`config.mk`:
```
export PLATFORM = sky130hd
export DESIGN_NAME = instr_encoder
export DESIGN_NICKNAME = d
export VERILOG_FILES = /design/src/rtl/instr_pkg.sv /design/src/rtl/instr_pack.sv /design/src/rtl/instr_encoder.sv
export SDC_FILE = /design/constraint.sdc
export NUM_CORES = 1
export LEC_CHECK = 0
export CORE_MARGIN = 2
export CORE_UTILIZATION = 29
export DETAILED_ROUTE_END_ITERATION = 10
export PLACE_DENSITY_LB_ADDON = 0.05
export SYNTH_ARGS = -nofsm -noshare
export SYNTH_HDL_FRONTEND = slang
export SYNTH_SLANG_ARGS = --single-unit
```
`constraint.sdc`:
```
create_clock -name clk -period 3.6 [get_ports clk]
set_input_delay 0.54 -clock clk [delete_from_list [all_inputs] [get_ports clk]]
set_output_delay 0.54 -clock clk [all_outputs]
set_load 0.01 [all_outputs]
```
`src/rtl/instr_pkg.sv`:
```
// Shared instruction-set constants: formats, sub-op codes, conditions, STP word.
// Used by the encoder, the decoder and the assembler.
package instr_pkg;

    typedef enum logic [2:0] {
        FMT_SR   = 3'd0,
        FMT_SRBA = 3'd1,
        FMT_DR   = 3'd2,
        FMT_TR   = 3'd3,
        FMT_DA   = 3'd4,
        FMT_CTL  = 3'd5,
        FMT_BR   = 3'd6
    } fmt_t;

    localparam logic [6:0] SR_LDI   = 7'h0A;
    localparam logic [6:0] SR_AIM   = 7'h0B;
    localparam logic [6:0] SR_SIM   = 7'h0C;
    localparam logic [6:0] DR_ADD   = 7'h00;
    localparam logic [6:0] DA_JMD   = 7'h00;
    localparam logic [6:0] DA_CALL  = 7'h01;
    localparam logic [6:0] DA_LDA   = 7'h02;
    localparam logic [6:0] CTL_RTN  = 7'h00;
    localparam logic [6:0] CTL_STP  = 7'h01;
    localparam logic [6:0] CTL_MAX  = 7'h10;

    localparam logic [3:0] COND_ALWAYS  = 4'b0110;
    localparam logic [3:0] COND_INVALID = 4'b1110;

    localparam logic [15:0] STP_WORD = 16'hF016;

endpackage

```
`src/rtl/instr_pack.sv`:
```
// Combinational field packer: symbolic fields -> first machine word, immediate flag, illegal flag.
// INSTR_ENC_LEGAL_CHECK_EN enables field legality checking; otherwise illegal is tied low.
module instr_pack
    import instr_pkg::*;
(
    input  logic [2:0]  fmt,
    input  logic [6:0]  subop,
    input  logic [3:0]  cond,
    input  logic [2:0]  rd,
    input  logic [2:0]  rs,
    input  logic [2:0]  rb,
    input  logic [3:0]  bitidx,
    input  logic [11:0] addr,
    output logic [15:0] word0,
    output logic        needs_imm,
    output logic        illegal
);

    always_comb begin
        word0     = 16'h0000;
        needs_imm = 1'b0;
        case (fmt)
            FMT_SR: begin
                word0     = {3'b000, subop[5:0], cond, rd};
                // Match on the packed 6-bit field so the decoder and encoder agree on immediates
                needs_imm = ({1'b0, subop[5:0]} == SR_LDI) ||
                            ({1'b0, subop[5:0]} == SR_AIM) ||
                            ({1'b0, subop[5:0]} == SR_SIM);
            end
            FMT_SRBA: word0 = {3'b001, subop[1:0], cond, rd, bitidx};
            FMT_DR:   word0 = {2'b01, subop[3:0], cond, rd, rs};
            FMT_TR:   word0 = {2'b10, subop[0], cond, rd, rb, rs};
            FMT_DA:   word0 = {2'b11, subop[1:0], addr};
            FMT_CTL:  word0 = {5'b11110, subop[6:0], cond};
            FMT_BR:   word0 = {5'b11111, subop[3:0], cond, 3'b000};
            default:  word0 = 16'h0000;
        endcase
    end

`ifdef INSTR_ENC_LEGAL_CHECK_EN
    always_comb begin
        illegal = (cond == COND_INVALID);
        case (fmt)
            FMT_SR:   if (subop == 7'h01 || subop == 7'h02 || subop > SR_SIM) illegal = 1'b1;
            FMT_DA:   if (subop == 7'h03) illegal = 1'b1;
            FMT_CTL:  if (subop > CTL_MAX) illegal = 1'b1;
            FMT_BR:   if (subop > 7'h01) illegal = 1'b1;
            FMT_SRBA, FMT_DR, FMT_TR: illegal = illegal;
            default:  illegal = 1'b1;
        endcase
    end
`else
    assign illegal = 1'b0;
`endif

endmodule

```
`src/rtl/instr_encoder.sv`:
```
// Instruction encoder: packs one symbolic instruction per handshake into RAM words, appends STP on finish.
// Latency: write appears the cycle after accept; immediate word follows the next cycle.
// Backpressure: in_ready low in EMIT0/EMIT1 and while a finish is pending (INSTR_ENC_LEGAL_CHECK_EN adds legality errors).
module instr_encoder
    import instr_pkg::*;
#(
    parameter int ADDR_W = 12
) (
    input  logic              clk,
    input  logic              rst_n,
    input  logic              start,
    input  logic [ADDR_W-1:0] base_addr,
    input  logic              finish,
    input  logic              in_valid,
    output logic              in_ready,
    input  logic [2:0]        fmt,
    input  logic [6:0]        subop,
    input  logic [3:0]        cond,
    input  logic [2:0]        rd,
    input  logic [2:0]        rs,
    input  logic [2:0]        rb,
    input  logic [3:0]        bitidx,
    input  logic [11:0]       addr,
    input  logic [15:0]       imm,
    output logic              wr_en,
    output logic [ADDR_W-1:0] wr_addr,
    output logic [15:0]       wr_data,
    output logic              busy,
    output logic              done,
    output logic              err
);

    typedef enum logic [2:0] {
        IDLE  = 3'd0,
        RUN   = 3'd1,
        EMIT0 = 3'd2,
        EMIT1 = 3'd3,
        DONE  = 3'd4,
        ERR   = 3'd5
    } state_t;

    state_t          state;
    logic [ADDR_W:0] ptr;      // extra MSB marks wrap past the last address
    logic            fin_pend;
    logic            has_imm;
    logic            is_stp;
    logic [15:0]     imm_q;

    logic [15:0] word0;
    logic        needs_imm;
    logic        illegal;

    instr_pack u_pack (
        .fmt       (fmt),
        .subop     (subop),
        .cond      (cond),
        .rd        (rd),
        .rs        (rs),
        .rb        (rb),
        .bitidx    (bitidx),
        .addr      (addr),
        .word0     (word0),
        .needs_imm (needs_imm),
        .illegal   (illegal)
    );

    wire overflow = ptr[ADDR_W];

    assign in_ready = (state == RUN) && !fin_pend;
    assign busy     = (state != IDLE) && (state != DONE) && (state != ERR);
    assign done     = (state == DONE);
    assign err      = (state == ERR);

    // Write strobe is set on the edge entering EMIT0/EMIT1 so it is visible during those states
    always_ff @(posedge clk or negedge rst_n) begin
        if (!rst_n) begin
            state    <= IDLE;
            ptr      <= '0;
            fin_pend <= 1'b0;
            has_imm  <= 1'b0;
            is_stp   <= 1'b0;
            imm_q    <= 16'h0000;
            wr_en    <= 1'b0;
            wr_addr  <= '0;
            wr_data  <= 16'h0000;
        end else begin
            wr_en <= 1'b0;
            case (state)
                IDLE, DONE, ERR: begin
                    if (start) begin
                        ptr      <= {1'b0, base_addr};
                        fin_pend <= 1'b0;
                        state    <= RUN;
                    end
                end
                RUN: begin
                    if (in_valid && in_ready) begin
                        if (finish) fin_pend <= 1'b1;
                        if (illegal || overflow) begin
                            state <= ERR;
                        end else begin
                            wr_en   <= 1'b1;
                            wr_addr <= ptr[ADDR_W-1:0];
                            wr_data <= word0;
                            ptr     <= ptr + 1'b1;
                            imm_q   <= imm;
                            has_imm <= needs_imm;
                            is_stp  <= 1'b0;
                            state   <= EMIT0;
                        end
                    end else if (finish || fin_pend) begin
                        fin_pend <= 1'b0;
                        if (overflow) begin
                            state <= ERR;
                        end else begin
                            wr_en   <= 1'b1;
                            wr_addr <= ptr[ADDR_W-1:0];
                            wr_data <= STP_WORD;
                            ptr     <= ptr + 1'b1;
                            has_imm <= 1'b0;
                            is_stp  <= 1'b1;
                            state   <= EMIT0;
                        end
                    end
                end
                EMIT0: begin
                    if (has_imm) begin
                        if (overflow) begin
                            state <= ERR;
                        end else begin
                            wr_en   <= 1'b1;
                            wr_addr <= ptr[ADDR_W-1:0];
                            wr_data <= imm_q;
                            ptr     <= ptr + 1'b1;
                            state   <= EMIT1;
                        end
                    end else begin
                        state <= is_stp ? DONE : RUN;
                    end
                end
                EMIT1: state <= RUN;
                default: state <= IDLE;
            endcase
        end
    end

endmodule

```
; ---- After elaboration in Yosys (flattened, before gate mapping)
; Index checks and enable logic that the tools add are counted.
[word_totals]
ff_bits = 64
input_bits = 72
[classes]
n_addsub = 1
n_eq_ne = 25
muxes = 45
n_bitwise = 1
n_reduce_logical = 23
[op_table]
columns = operator, n
row1 = 16-bit case mux with 7 select lines, 1
row2 = 16-bit two-way mux, 6
row3 = 13-bit two-way mux, 5
row4 = 12-bit two-way mux, 4
row5 = 13-bit case mux with 3 select lines, 1
row6 = 16-bit case mux with 2 select lines, 1
row7 = 12-bit case mux with 2 select lines, 1
row8 = 3-bit two-way mux, 7
row9 = 6-bit by 4-bit == test with 1-bit output (second input constant), 3
row10 = 1-bit two-way mux, 16
row11 = 3-bit == test (second input constant), 5
row12 = 3-bit inequality test (second input constant), 5
row13 = 13-bit by 1-bit adder with 13-bit output (second input constant), 1
row14 = 3-bit by 2-bit == test with 1-bit output (second input constant), 4
row15 = 3-bit case mux with 4 select lines, 1
row16 = 4-bit AND reduction, 3
row17 = 2-bit inequality test (second input constant), 5
row18 = 3-bit by 1-bit == test with 1-bit output (second input constant), 2
row19 = 3-bit logical NOT, 2
row20 = 3-bit AND reduction, 2
row21 = 6-bit AND reduction, 1
row22 = 2-bit nonzero test, 3
row23 = 3-bit nonzero test, 2
row24 = 1-bit logical AND, 4
row25 = other kinds (7), 10

; ---- Longest topological paths before layout
[logic_depth]
word_depth = 6
depth_mapped = 8
depth_no_buf = 6

; ---- Modules after synthesis
; From an unflattened synthesis, not the netlist that was laid out.
[unflattened]
cells_unflattened = 408
hier_area_um2 = 4078.9
[by_module_without_submodules]
columns = module, n_inst, cells_per_inst, area_per_inst_um2, seq_area_each_um2
row1 = instr_encoder, 1, 295, 3168.0, 1601.5
row2 = instr_pack, 1, 113, 910.9, 0.0

; ---- Least setup slack after synthesis
; Ideal clock, no wire load.
[synth_timing]
kind = input to register
startpoint = input port fmt[0]
endpoint = register wr_data[10]
setup_ns = 0.127
t_arrival_ns = 1.708
required_time_ns = 3.473
slack_ns = 1.765
stages = 6
n_path_buf = 1
cell_sequence = buf_2 mux4_2 nand2_1 o21ai_0 a221oi_1 nor2_1
[synth_between]
elab_chain_cells = 5
word_cells_on_any_way = 11
classes_between = eq/ne: 6 / mux: 4 / reduce/logical: 1
[synth_rtl]
columns = item, line_no
row1 = from (decl), instr_encoder.sv:16  ; input logic [2:0] fmt,
row2 = 3-bit == test (tied with other cells), instr_pack.sv:22  ; case (fmt)
row3 = 16-bit case mux with 7 select lines (*), instr_pack.sv:22
row4 = 16-bit two-way mux (*), instr_encoder.sv:99  ; if (illegal || overflow) begin
row5 = 16-bit two-way mux (*), instr_encoder.sv:97  ; if (in_valid && in_ready) begin
row6 = 16-bit case mux with 2 select lines (*), instr_encoder.sv:88  ; case (state)
row7 = to (signal assigned), instr_encoder.sv:104  ; wr_data <= word0;
row8 = to (signal assigned), instr_encoder.sv:133  ; wr_data <= imm_q;
row9 = to (decl), instr_encoder.sv:27  ; output logic [15:0] wr_data,
; Every way passes the cells marked *; elsewhere a longest branch is shown, timed or not. The select of a mux whose other input is x is not followed.
; A chain may end at the register's enable or synchronous reset.

; ---- Worst setup path in the final report
[layout_timing]
startpoint = register state[1]
endpoint = register wr_data[11]
[layout_between]
elab_chain_cells = 5
word_cells_on_any_way = 13
classes_between = eq/ne: 7 / mux: 2 / reduce/logical: 4
[layout_rtl]
columns = item, line_no
row1 = from (decl), instr_encoder.sv:42  ; state_t state;
row2 = from (signal assigned), instr_encoder.sv:138  ; state <= is_stp ? DONE : RUN;
row3 = 3-bit by 1-bit == test with 1-bit output, "instr_encoder.sv:69, instr_encoder.sv:88"
row4 = 1-bit logical AND, instr_encoder.sv:69  ; assign in_ready = (state == RUN) && !fin_pend;
row5 = 1-bit logical AND, instr_encoder.sv:97
row6 = 3-bit inequality test (no line) (tied with other cells), -
row7 = 6-bit AND reduction (no line) or 16-bit case mux with 2 select lines (tied branches), -
; Parallel ways exist; a longest one is shown, timed or not.

==> reports/summary.txt <==
status - finished, final reports clean
Synth area leaders - dfrtp_1 (42%), mux2_2 (7.1%), nand2_1 (6.3%)
ANT nets after route - 0
setup slack at placement - 0.834 ns
Logic pwr share - 48.5%
post-CTS setup buffer count - 0
Final GP Congestion - 0.880
global routing usage summed across all routing layers - 17.7%
worst-margin pin slew - 1.08 ns
Slew Limit Headroom - 27.9%
Final Hold Fails - 0
Post-route DRC - 0
RR Startpoint - state[1]
capturing point of the worst reg2reg path - wr_data[11]
Post-synth EDFFs - 0
Crit Path Category - flop to flop
wire length per cell - 17.4 um
Final Skew - 0.00768 ns
first-pass GRT wire length - 19900 um
H-tree levels - 3
largest family of logic cells by synthesized area - compound AO/OA/AOI/OAI gates
initial core utilization - 29.8%
maximum vdd drop - 0.303 mV
Seq pwr share - 32.5%
via count - 3478
fin crit period - 2.47 ns
Reg clk slew, reported paths - 0.06 ns
count of input and output buffers - 104
Crit path required time - 3.85 ns
Worst R2R Setup Slack - 1.13 ns
simple-gate share of the synthesized area - 17.5%
share of the synthesized area in the top cell type - 42.2%
first drt pass iteration count - 4
post-synth cell types - 59
CP max FO - 13
Die Height - 118 um
worst-case reg-to-reg path depth - 5
register area share after synthesis - 42.2%
multi-input logic area - 2020 um2
final period utilization - 68.6%
Startpoint Class - flop
Pleak - 0.00216 uW
Inserted Clock Buffers - 9
largest net degree at the start of global routing - 49
final worst slack - 1.13 ns
fin. max-slew vios - 0
NetSw - 1740 uW
f_max - 0.405 GHz
clock latency on the worst-skew pair - 0.32 ns
Longest Clk Path Bufs - 2
xor/xnor share of the synthesized area - 0.692%
Synth area leader - dfrtp_1
die outline width - 118 um
PD cells - 812 nW/um2
Layout Nets - 586
register area - 1600 um2
count of final setup violators - 0
Clock Power Share - 19.0%
final WL - 12000 um
CTS tree - yes
layout cell share with drive strength beyond 1 - 12.0%
Switching Share - 40.7%
Detail Placement HPWL - 8760 um
Synth Area in Compound Gates - 21.7%
Int Power - 2540 uW
Via density - 5.04
Synth Warn # - 0
Layout Cells excl Fill - 690
Fillers - 1334
CP Capture Type - flop
multiplexer area fraction after synthesis - 12.9%
vias in the first global route - 3544
Synth Area in Adders - 0.329%
Seq cells post-synth - 64
antenna violations before repair - 0
diode count - 0
Hold WC Path Type - input pin to asynchronous set/reset pin
RSZ-0062 raised after global routing - false
CTS Sinks - 64
syn_nets - 488
Syn-to-layout area delta - 38.9%
Post-Syn Area - 3800 um2
Max-Cap Viols - 0
core area - 12700 um2
die footprint - 14000 um2
row count - 41
Post-Syn Area per Cell - 9.15 um2
grt total ovfl - 0
I/O pin total - 105
setup TNS - 0 ns
Worst EP arrival - 2.72 ns
number of DRC markers in iteration 0 - 217
asr flop ratio synth - 100%
placed insts - 674
Post-CTS Hold Buffers - 0
post-cts gate resize count - 0
Main synth FF type - dfrtp_1
Root Driver - clkbuf_16
Mapped Cells - 415
## placed cells by master, fill, tap and decap left out, types with 8 or more instances in the layout
cell type / n
inv_1: 11
mux2_2: 24
nand2_1: 64
o21ai_0: 28
clkdlybuf4s50_1: 103
clkbuf_16: 9
a21oi_1: 29
nor3_1: 8
dfrtp_1: 64
buf_4: 9
mux2i_1: 15
a22oi_1: 8
nor2_1: 42
nand3_1: 11
## kinds of logic after synthesis
| group | count (synthesis) |
|---|---|
| compound gates | 119 |
| buf+inv | 39 |
| simple gates | 147 |
| fa+ha+maj | 1 |
| flops | 64 |
| mux | 42 |
| xor+xnor | 3 |
## state kept, by name, indices dropped and copies added, names as in the netlist
register and count:
state 3, wr_data 16, imm_q 16, wr_en 1, has_imm 1, ptr 13
is_stp 1, wr_addr 12, fin_pend 1
## worst max-delay path: stages (launching register included)
cell and delay [ns]:
dfrtp_1 0.58, nor4b_4 0.43, nand2_1 0.29, a311oi_4 0.60, o21ai_0 0.29, a21oi_1 0.19
## layout make-up
class	count	area share (%)
multi-input cells	312	38.3
clock inverters	6	0.854
inverters	13	0.925
clock buffers	10	4.53
repair buffers	113	20.9
well taps	172	4.08
flip-flops and latches	64	30.4
## metrics by stage
| stage | util, % | area [um2] | total power [uW] | hold slack, ns |
|---|---|---|---|---|
| 3_3_place_gp | 39.2 | 4990 | 3480 | 0.465 |
| 3_5_place_dp | 39.2 | 4990 | 3490 | 0.462 |
| 4_1_cts | 41.5 | 5280 | 4340 | 0.464 |
| 6_report | 41.5 | 5280 | 4280 | 0.416 |
| 5_1_grt | 41.5 | 5280 | 4650 | 0.506 |
| 2_1_floorplan | - | 3800 | 2660 | 0.244 |
## synth_stat cells, types with 2 or more instances
| cell | instances |
|---|---|
| clkbuf_1 | 8 |
| o22ai_1 | 5 |
| a21o_1 | 2 |
| mux4_2 | 3 |
| nor4_1 | 2 |
| buf_4 | 3 |
| nor2_1 | 42 |
| o31ai_1 | 2 |
| a221oi_1 | 5 |
| o311a_1 | 2 |
| a21oi_1 | 29 |
| inv_1 | 11 |
| nand2b_1 | 3 |
| inv_2 | 2 |
| dfrtp_1 | 64 |
| mux2i_1 | 15 |
| mux2_2 | 24 |
| nor2b_1 | 5 |
| o21ai_0 | 28 |
| nand2_1 | 64 |
| nor3b_1 | 2 |
| o221ai_1 | 5 |
| nor3_1 | 8 |
| nand3b_1 | 2 |
| a22o_1 | 4 |
| o21a_1 | 2 |
| nand4b_1 | 2 |
| a2bb2oi_1 | 3 |
| xnor2_1 | 2 |
| buf_1 | 2 |
| a22oi_1 | 8 |
| a31oi_1 | 6 |
| buf_2 | 12 |
| o211ai_1 | 3 |
| nand3_1 | 11 |
## worst max-delay path by stage
stage | startpoint | endpoint | slack [ns] | cells after the start
floorplan | fmt[0] | wr_data[10] | 1.77 | 6
global placement | fmt[0] | wr_data[10] | 0.83 | 7
detailed placement | fmt[0] | wr_data[10] | 0.83 | 7
CTS | state[1] | in_ready | 1.09 | 2
global route | fmt[0] | wr_data[10] | 0.90 | 7
finish | state[1] | wr_data[11] | 1.13 | 5
## per-layer routing
metal	GRT usage, %	wire length (um)	vias to the layer above
li1	-	-	1701
met1	27.5	6260	1663
met2	25.0	4930	105
met3	3.67	746	9
met4	3.94	87	0
met5	0	0	-
## power groups by stage
stage | clock, uW | combinational [uW] | sequential [uW]
after CTS | 840 | 2100 | 1400
final | 815 | 2080 | 1390
after global placement | 0 | 2080 | 1400
after global routing | 874 | 2330 | 1450
after detailed placement | 0 | 2090 | 1400
after floorplan | 0 | 1310 | 1350
Power figures use the tool's default switching activity.
